## src/rtl/bcd_addsub_serial_if.sv

```systemverilog
// Handshake and data bundle for bcd_addsub_serial.
// master: drives start/mode/cin/a/b and observes the result side.
// slave : the arithmetic unit; drives busy/done/result/cout/neg/err.
interface bcd_addsub_serial_if #(
  parameter int unsigned DIGITS = 4
);
  logic                  start;
  logic                  mode;
  logic                  cin;
  logic [4*DIGITS-1:0]   a;
  logic [4*DIGITS-1:0]   b;
  logic                  busy;
  logic                  done;
  logic [4*DIGITS-1:0]   result;
  logic                  cout;
  logic                  neg;
  logic                  err;

  modport master (
    output start, mode, cin, a, b,
    input  busy, done, result, cout, neg, err
  );

  modport slave (
    input  start, mode, cin, a, b,
    output busy, done, result, cout, neg, err
  );
endinterface

```

## src/rtl/bcd_addsub_serial.sv

```systemverilog
// Digit-serial N-digit BCD adder/subtractor, LSD first, one shared digit adder.
// Ports:
//   clk   - rising-edge clock
//   rst_n - asynchronous active-low reset
//   bus   - bcd_addsub_serial_if.slave: start/mode/cin/a/b in,
//           busy/done/result/cout/neg/err out
// Optional feature: define BCD_ADDSUB_SIGN_MAG_EN to return |A - B - cin| with neg
// set when a subtraction borrows (adds a FIX pass of DIGITS cycles).
module bcd_addsub_serial #(
  parameter int unsigned DIGITS = 4
) (
  input logic               clk,
  input logic               rst_n,
  bcd_addsub_serial_if.slave bus
);

  localparam int unsigned W    = 4 * DIGITS;
  localparam int unsigned IdxW = (DIGITS > 1) ? $clog2(DIGITS) : 1;
  localparam logic [IdxW-1:0] LastIdx = IdxW'(DIGITS - 1);

  typedef enum logic [1:0] {StIdle, StCalc, StFix, StDone} state_e;

  state_e          state_q;
  logic [W-1:0]    a_q, b_q, work_q, result_q;
  logic            mode_q, carry_q, err_pend_q;
  logic [IdxW-1:0] idx_q;
  logic            busy_q, done_q, cout_q, err_q, neg_q;

  logic [3:0]   dig_a, dig_b, dig_sum;
  logic [4:0]   sum;
  logic         c_next;
  logic [W-1:0] work_next;
  logic         err_in;

  // Any non-decimal digit in the presented operands.
  always_comb begin
    err_in = 1'b0;
    for (int i = 0; i < int'(DIGITS); i++) begin
      if (bus.a[4*i +: 4] > 4'd9) err_in = 1'b1;
      if (bus.b[4*i +: 4] > 4'd9) err_in = 1'b1;
    end
  end

  // Shared digit adder. Operands are shifted right each step, so the current
  // digit always sits in [3:0]; results enter the working register from the top.
  always_comb begin
    dig_a = a_q[3:0];
    dig_b = mode_q ? (4'd9 - b_q[3:0]) : b_q[3:0];
`ifdef BCD_ADDSUB_SIGN_MAG_EN
    // FIX pass: nine's complement of the working digit, +1 via carry_q on digit 0.
    if (state_q == StFix) begin
      dig_a = 4'd9 - work_q[3:0];
      dig_b = 4'd0;
    end
`endif
    sum = {1'b0, dig_a} + {1'b0, dig_b} + {4'b0, carry_q};
    if (sum > 5'd9) begin
      dig_sum = 4'(sum - 5'd10);
      c_next  = 1'b1;
    end else begin
      dig_sum = sum[3:0];
      c_next  = 1'b0;
    end
    work_next = (work_q >> 4) | (W'(dig_sum) << (W - 4));
  end

  always_ff @(posedge clk or negedge rst_n) begin
    if (!rst_n) begin
      state_q    <= StIdle;
      a_q        <= '0;
      b_q        <= '0;
      work_q     <= '0;
      result_q   <= '0;
      mode_q     <= 1'b0;
      carry_q    <= 1'b0;
      err_pend_q <= 1'b0;
      idx_q      <= '0;
      busy_q     <= 1'b0;
      done_q     <= 1'b0;
      cout_q     <= 1'b0;
      err_q      <= 1'b0;
      neg_q      <= 1'b0;
    end else begin
      case (state_q)
        StIdle: begin
          busy_q <= 1'b0;
          done_q <= 1'b0;
          if (bus.start) begin
            a_q        <= bus.a;
            b_q        <= bus.b;
            mode_q     <= bus.mode;
            carry_q    <= bus.mode ? ~bus.cin : bus.cin;
            err_pend_q <= err_in;
            idx_q      <= '0;
            busy_q     <= 1'b1;
            state_q    <= StCalc;
          end
        end
        StCalc: begin
          a_q     <= a_q >> 4;
          b_q     <= b_q >> 4;
          work_q  <= work_next;
          carry_q <= c_next;
          idx_q   <= idx_q + 1'b1;
          if (idx_q == LastIdx) begin
`ifdef BCD_ADDSUB_SIGN_MAG_EN
            if (mode_q && !c_next) begin
              idx_q   <= '0;
              carry_q <= 1'b1;
              state_q <= StFix;
            end else begin
              result_q <= work_next;
              cout_q   <= c_next;
              err_q    <= err_pend_q;
              neg_q    <= 1'b0;
              done_q   <= 1'b1;
              state_q  <= StDone;
            end
`else
            result_q <= work_next;
            cout_q   <= c_next;
            err_q    <= err_pend_q;
            neg_q    <= 1'b0;
            done_q   <= 1'b1;
            state_q  <= StDone;
`endif
          end
        end
`ifdef BCD_ADDSUB_SIGN_MAG_EN
        StFix: begin
          work_q  <= work_next;
          carry_q <= c_next;
          idx_q   <= idx_q + 1'b1;
          if (idx_q == LastIdx) begin
            result_q <= work_next;
            cout_q   <= 1'b0;
            err_q    <= err_pend_q;
            neg_q    <= 1'b1;
            done_q   <= 1'b1;
            state_q  <= StDone;
          end
        end
`endif
        StDone: begin
          done_q  <= 1'b0;
          busy_q  <= 1'b0;
          state_q <= StIdle;
        end
        default: state_q <= StIdle;
      endcase
    end
  end

  assign bus.busy   = busy_q;
  assign bus.done   = done_q;
  assign bus.result = result_q;
  assign bus.cout   = cout_q;
  assign bus.err    = err_q;
`ifdef BCD_ADDSUB_SIGN_MAG_EN
  assign bus.neg    = neg_q;
`else
  assign bus.neg    = 1'b0;
`endif

endmodule

```

## src/flat_wrapper.sv

```systemverilog
// flat-port wrapper written by rule: the top's interface ports become plain ports
module bcd_addsub_serial_flat 
#(
  parameter int unsigned DIGITS = 4
)
  (clk, rst_n, bus_start, bus_mode, bus_cin, bus_a, bus_b, bus_busy, bus_done, bus_result, bus_cout, bus_neg, bus_err);
  bcd_addsub_serial_if #(.DIGITS(DIGITS)) bus_i ();
  input logic clk;
  input logic rst_n;
  input wire logic [$bits(bus_i.start)-1:0] bus_start;
  input wire logic [$bits(bus_i.mode)-1:0] bus_mode;
  input wire logic [$bits(bus_i.cin)-1:0] bus_cin;
  input wire logic [$bits(bus_i.a)-1:0] bus_a;
  input wire logic [$bits(bus_i.b)-1:0] bus_b;
  output wire logic [$bits(bus_i.busy)-1:0] bus_busy;
  output wire logic [$bits(bus_i.done)-1:0] bus_done;
  output wire logic [$bits(bus_i.result)-1:0] bus_result;
  output wire logic [$bits(bus_i.cout)-1:0] bus_cout;
  output wire logic [$bits(bus_i.neg)-1:0] bus_neg;
  output wire logic [$bits(bus_i.err)-1:0] bus_err;
  assign bus_i.start = bus_start;
  assign bus_i.mode = bus_mode;
  assign bus_i.cin = bus_cin;
  assign bus_i.a = bus_a;
  assign bus_i.b = bus_b;
  assign bus_busy = bus_i.busy;
  assign bus_done = bus_i.done;
  assign bus_result = bus_i.result;
  assign bus_cout = bus_i.cout;
  assign bus_neg = bus_i.neg;
  assign bus_err = bus_i.err;
  bcd_addsub_serial #(.DIGITS(DIGITS)) u_core (.clk(clk), .rst_n(rst_n), .bus(bus_i));
endmodule
```

## config.mk

```make
export PLATFORM = sky130hd
export DESIGN_NAME = bcd_addsub_serial_flat
export DESIGN_NICKNAME = d
export VERILOG_FILES = /design/src/rtl/bcd_addsub_serial_if.sv /design/src/rtl/bcd_addsub_serial.sv /design/src/flat_wrapper.sv
export SDC_FILE = /design/constraint.sdc
export NUM_CORES = 1
export LEC_CHECK = 0
export ABC_AREA = 1
export CORE_MARGIN = 1
export CORE_UTILIZATION = 57
export CTS_BUF_LIST = sky130_fd_sc_hd__clkbuf_16
export CTS_CLUSTER_SIZE = 20
export DETAILED_ROUTE_END_ITERATION = 6
export PLACE_DENSITY = 0.89
export SLEW_MARGIN = 30
export SYNTH_ARGS = -nofsm -noshare
export SYNTH_HDL_FRONTEND = slang
export SYNTH_SLANG_ARGS = --single-unit
```

## constraint.sdc

```tcl
create_clock -name clk -period 3.7 [get_ports clk]
set_clock_uncertainty 0.1 [all_clocks]
set_input_delay 0.74 -clock clk [delete_from_list [all_inputs] [get_ports clk]]
set_output_delay 0.74 -clock clk [all_outputs]
set_load 0.05 [all_outputs]
```

==> results.md <==
- Initial DRC count: 256
- Peak Freq: 366 MHz
- Post-synth top cells: nand2_1 (125), dfrtp_1 (71), inv_1 (36)
- Area leader, netlist: dfrtp_1
- First-pass GRT wire length: 13200 um
- GRT Overall Usage: 28.4%
- Least-Margin Pin Slew: 679 ps
- CP Data Required Time: 3810 ps
- H-tree levels: 3
- Vias in the first global route: 2840
- Worst Hold Class: input pin to asynchronous set/reset pin
- Synthesized area: 3390 um2
- Port bufs: 56
- Final ANT Viol Nets: 0
- Critical path, cell by cell: xnor2_1, fa_1, inv_1, fa_1, inv_1, ha_1, inv_1, o21ai_0, nand2_1, inv_2, nand2_4, nand2_4, nand2_2, nand3_1, nand2_1
- #FFs+latches synth: 71
- Syn avg cell area: 8.50 um2
- Synth top area share: 52.4%
- Max Root-Sink Buffers: 2
- Clk root buf: clkbuf_16
- Yosys warnings: 0
- Final setup fails: 0
- Ports: 58
- Initial antenna violation count: 0
- Routability cong.: 0.847
- Post-synthesis sequential area ratio: 52.4%
- Syn Inst Count: 399
- Vias per std cell: 5.58
- Final-report hold violation count: 0
- Worst-path clk slew: 60 ps
- Unrepaired setup endpoints after global routing: false
- WL final: 8050 um
- CP max stage cell: fa_1
- Outcome: completed
- CP delay by family, top: adder cells
- Initial Util: 60.5%
- Post-synth ARST share: 100%
- Wirelength per Cell: 15.2 um
- Crit Path Category: register to register
- CP startpoint kind: register
- Setup TNS: 0 ps
- Row cnt: 27
- Core area: 5610 um2
- Drt pass-1 iters: 6
- Area Growth Syn to Fin: 26.7%
- Main synth FF type: dfrtp_1
- Layout cells sized above 1: 8.08%
- Die height: 79.2 um
- Most used cell, CP: inv_1
- Dpl ws: 1030 ps
- Number of synthesized flops with an enable pin: 0
- Post-CTS setup buffers: 0
- Largest net degree at the start of global routing: 55
- CP Capture Type: register
- Worst setup margin: 969 ps
- Placed Cells incl. Taps: 514
- GR Overflow Total: 0
- Routed vias: 2956
- CTS buffer count: 9
- Buf+Inv Stages, Crit Path: 4
- Number of max-cap violations: 0
- Worst-skew pair later-pin latency: 330 ps
- Worst rel slew slack: 54.7%
- Die X: 79.2 um
- Slowest stage delay, CP: 470 ps
- CTS tree: built
- Max Slew Vio Count: 0
- # clock sinks: 71
- Tmin final: 2730 ps
- Dpl hpwl: 4940 um
- Layout Nets: 502
- Syn Nets: 448
- Synth area leaders: dfrtp_1 (52%), nand2_1 (14%), o21ai_0 (5.2%)
- Yosys cell types: 30
- Hold-fix buffers at CTS: 0
- Top-count cell post-synth: nand2_1
- DRC Markers: 0
- Arrival time worst endpoint: 2840 ps
- CP max FO: 5
- Antenna fix cells: 0
- Post-route clock period utilization: 73.8%
- Finished Layout Cells: 530
- Die area: 6270 um2
- CTS resizes: 0
through the flow:
step	utilization, %	hold slack [ps]	instance area, um2
4_1_cts	76.7	373	4300
2_1_floorplan	-	337	3390
3_5_place_dp	71.1	357	3990
3_3_place_gp	71.0	352	3980
6_report	76.7	353	4300
5_1_grt	76.7	382	4300
cell type report:
cell class              instances  area, um2
clock inverters                 7       88.8
fillers                       358       1310
well taps                      72       90.1
clock buffers                   9        225
inverters                      38        143
flip-flops and latches         71       1780
repair buffers                 61        596
multi-input cells             272       1380
final timing paths:
check / startpoint / endpoint / slack [ps] / depth (start not counted)
worst min register to register: u_core.a_q[12] / u_core.a_q[12] / 370 / 2
worst min-delay path: rst_n / u_core.bus.result[1] / 350 / 1
max in group asynchronous: rst_n / u_core.a_q[5] / 2490 / 2
worst max register to register: u_core.mode_q / u_core.bus.result[14] / 970 / 15
min in group clk: u_core.a_q[12] / u_core.a_q[12] / 370 / 2
worst max-delay path: u_core.mode_q / u_core.bus.result[14] / 970 / 15
registers in the layout, indices dropped and copies added, names as in the netlist:
signal and count:
u_core.a_q 16, u_core.b_q 16, u_core.bus.result 16, u_core.work_q 12, u_core.idx_q 2, u_core.state_q 2
u_core.bus.busy 1, u_core.bus.cout 1, u_core.bus.done 1, u_core.bus.err 1, u_core.carry_q 1, u_core.err_pend_q 1
u_core.mode_q 1
cell usage in the layout, fill, tap and decap left out, types with 3 or more instances in the layout:
master           count
nand2_4              3
nand2_2              6
dfrtp_1             71
a21oi_1              5
inv_1               37
buf_4                6
o21ai_0             35
clkdlybuf4s50_1     55
clkbuf_16            9
ha_1                10
nand2_1            125
nor2_1              29
a31oi_1             25
nand3_1             14
per-layer routing:
layer  share of wire [%]  wire length (um)  vias up  track usage [%]
met5                   0                 0        -                0
met4                 3.1               252        0             14.4
met3                 6.6               533       25             6.55
met2                  52              4190      129             48.1
met1                  38              3080     1414             33.8
li1                    -                 -     1388                -
cells by family (layout without fill, tap and decap cells):
group | count (synthesis) | in the layout | share of synthesized area (%)
AND/OR/NAND/NOR | 185 | 185 | 22.9
AO/OA/AOI/OAI | 71 | 71 | 12.1
flip-flops | 71 | 71 | 52.4
buffers and inverters | 56 | 115 | 6.93
adder cells (fa/ha/maj) | 12 | 12 | 4.87
XOR/XNOR | 3 | 3 | 0.774
other | 1 | 1 | 0.111
Power is not shown: default switching activity piles up to over one toggle a cycle in this logic, so the estimate is an artifact.
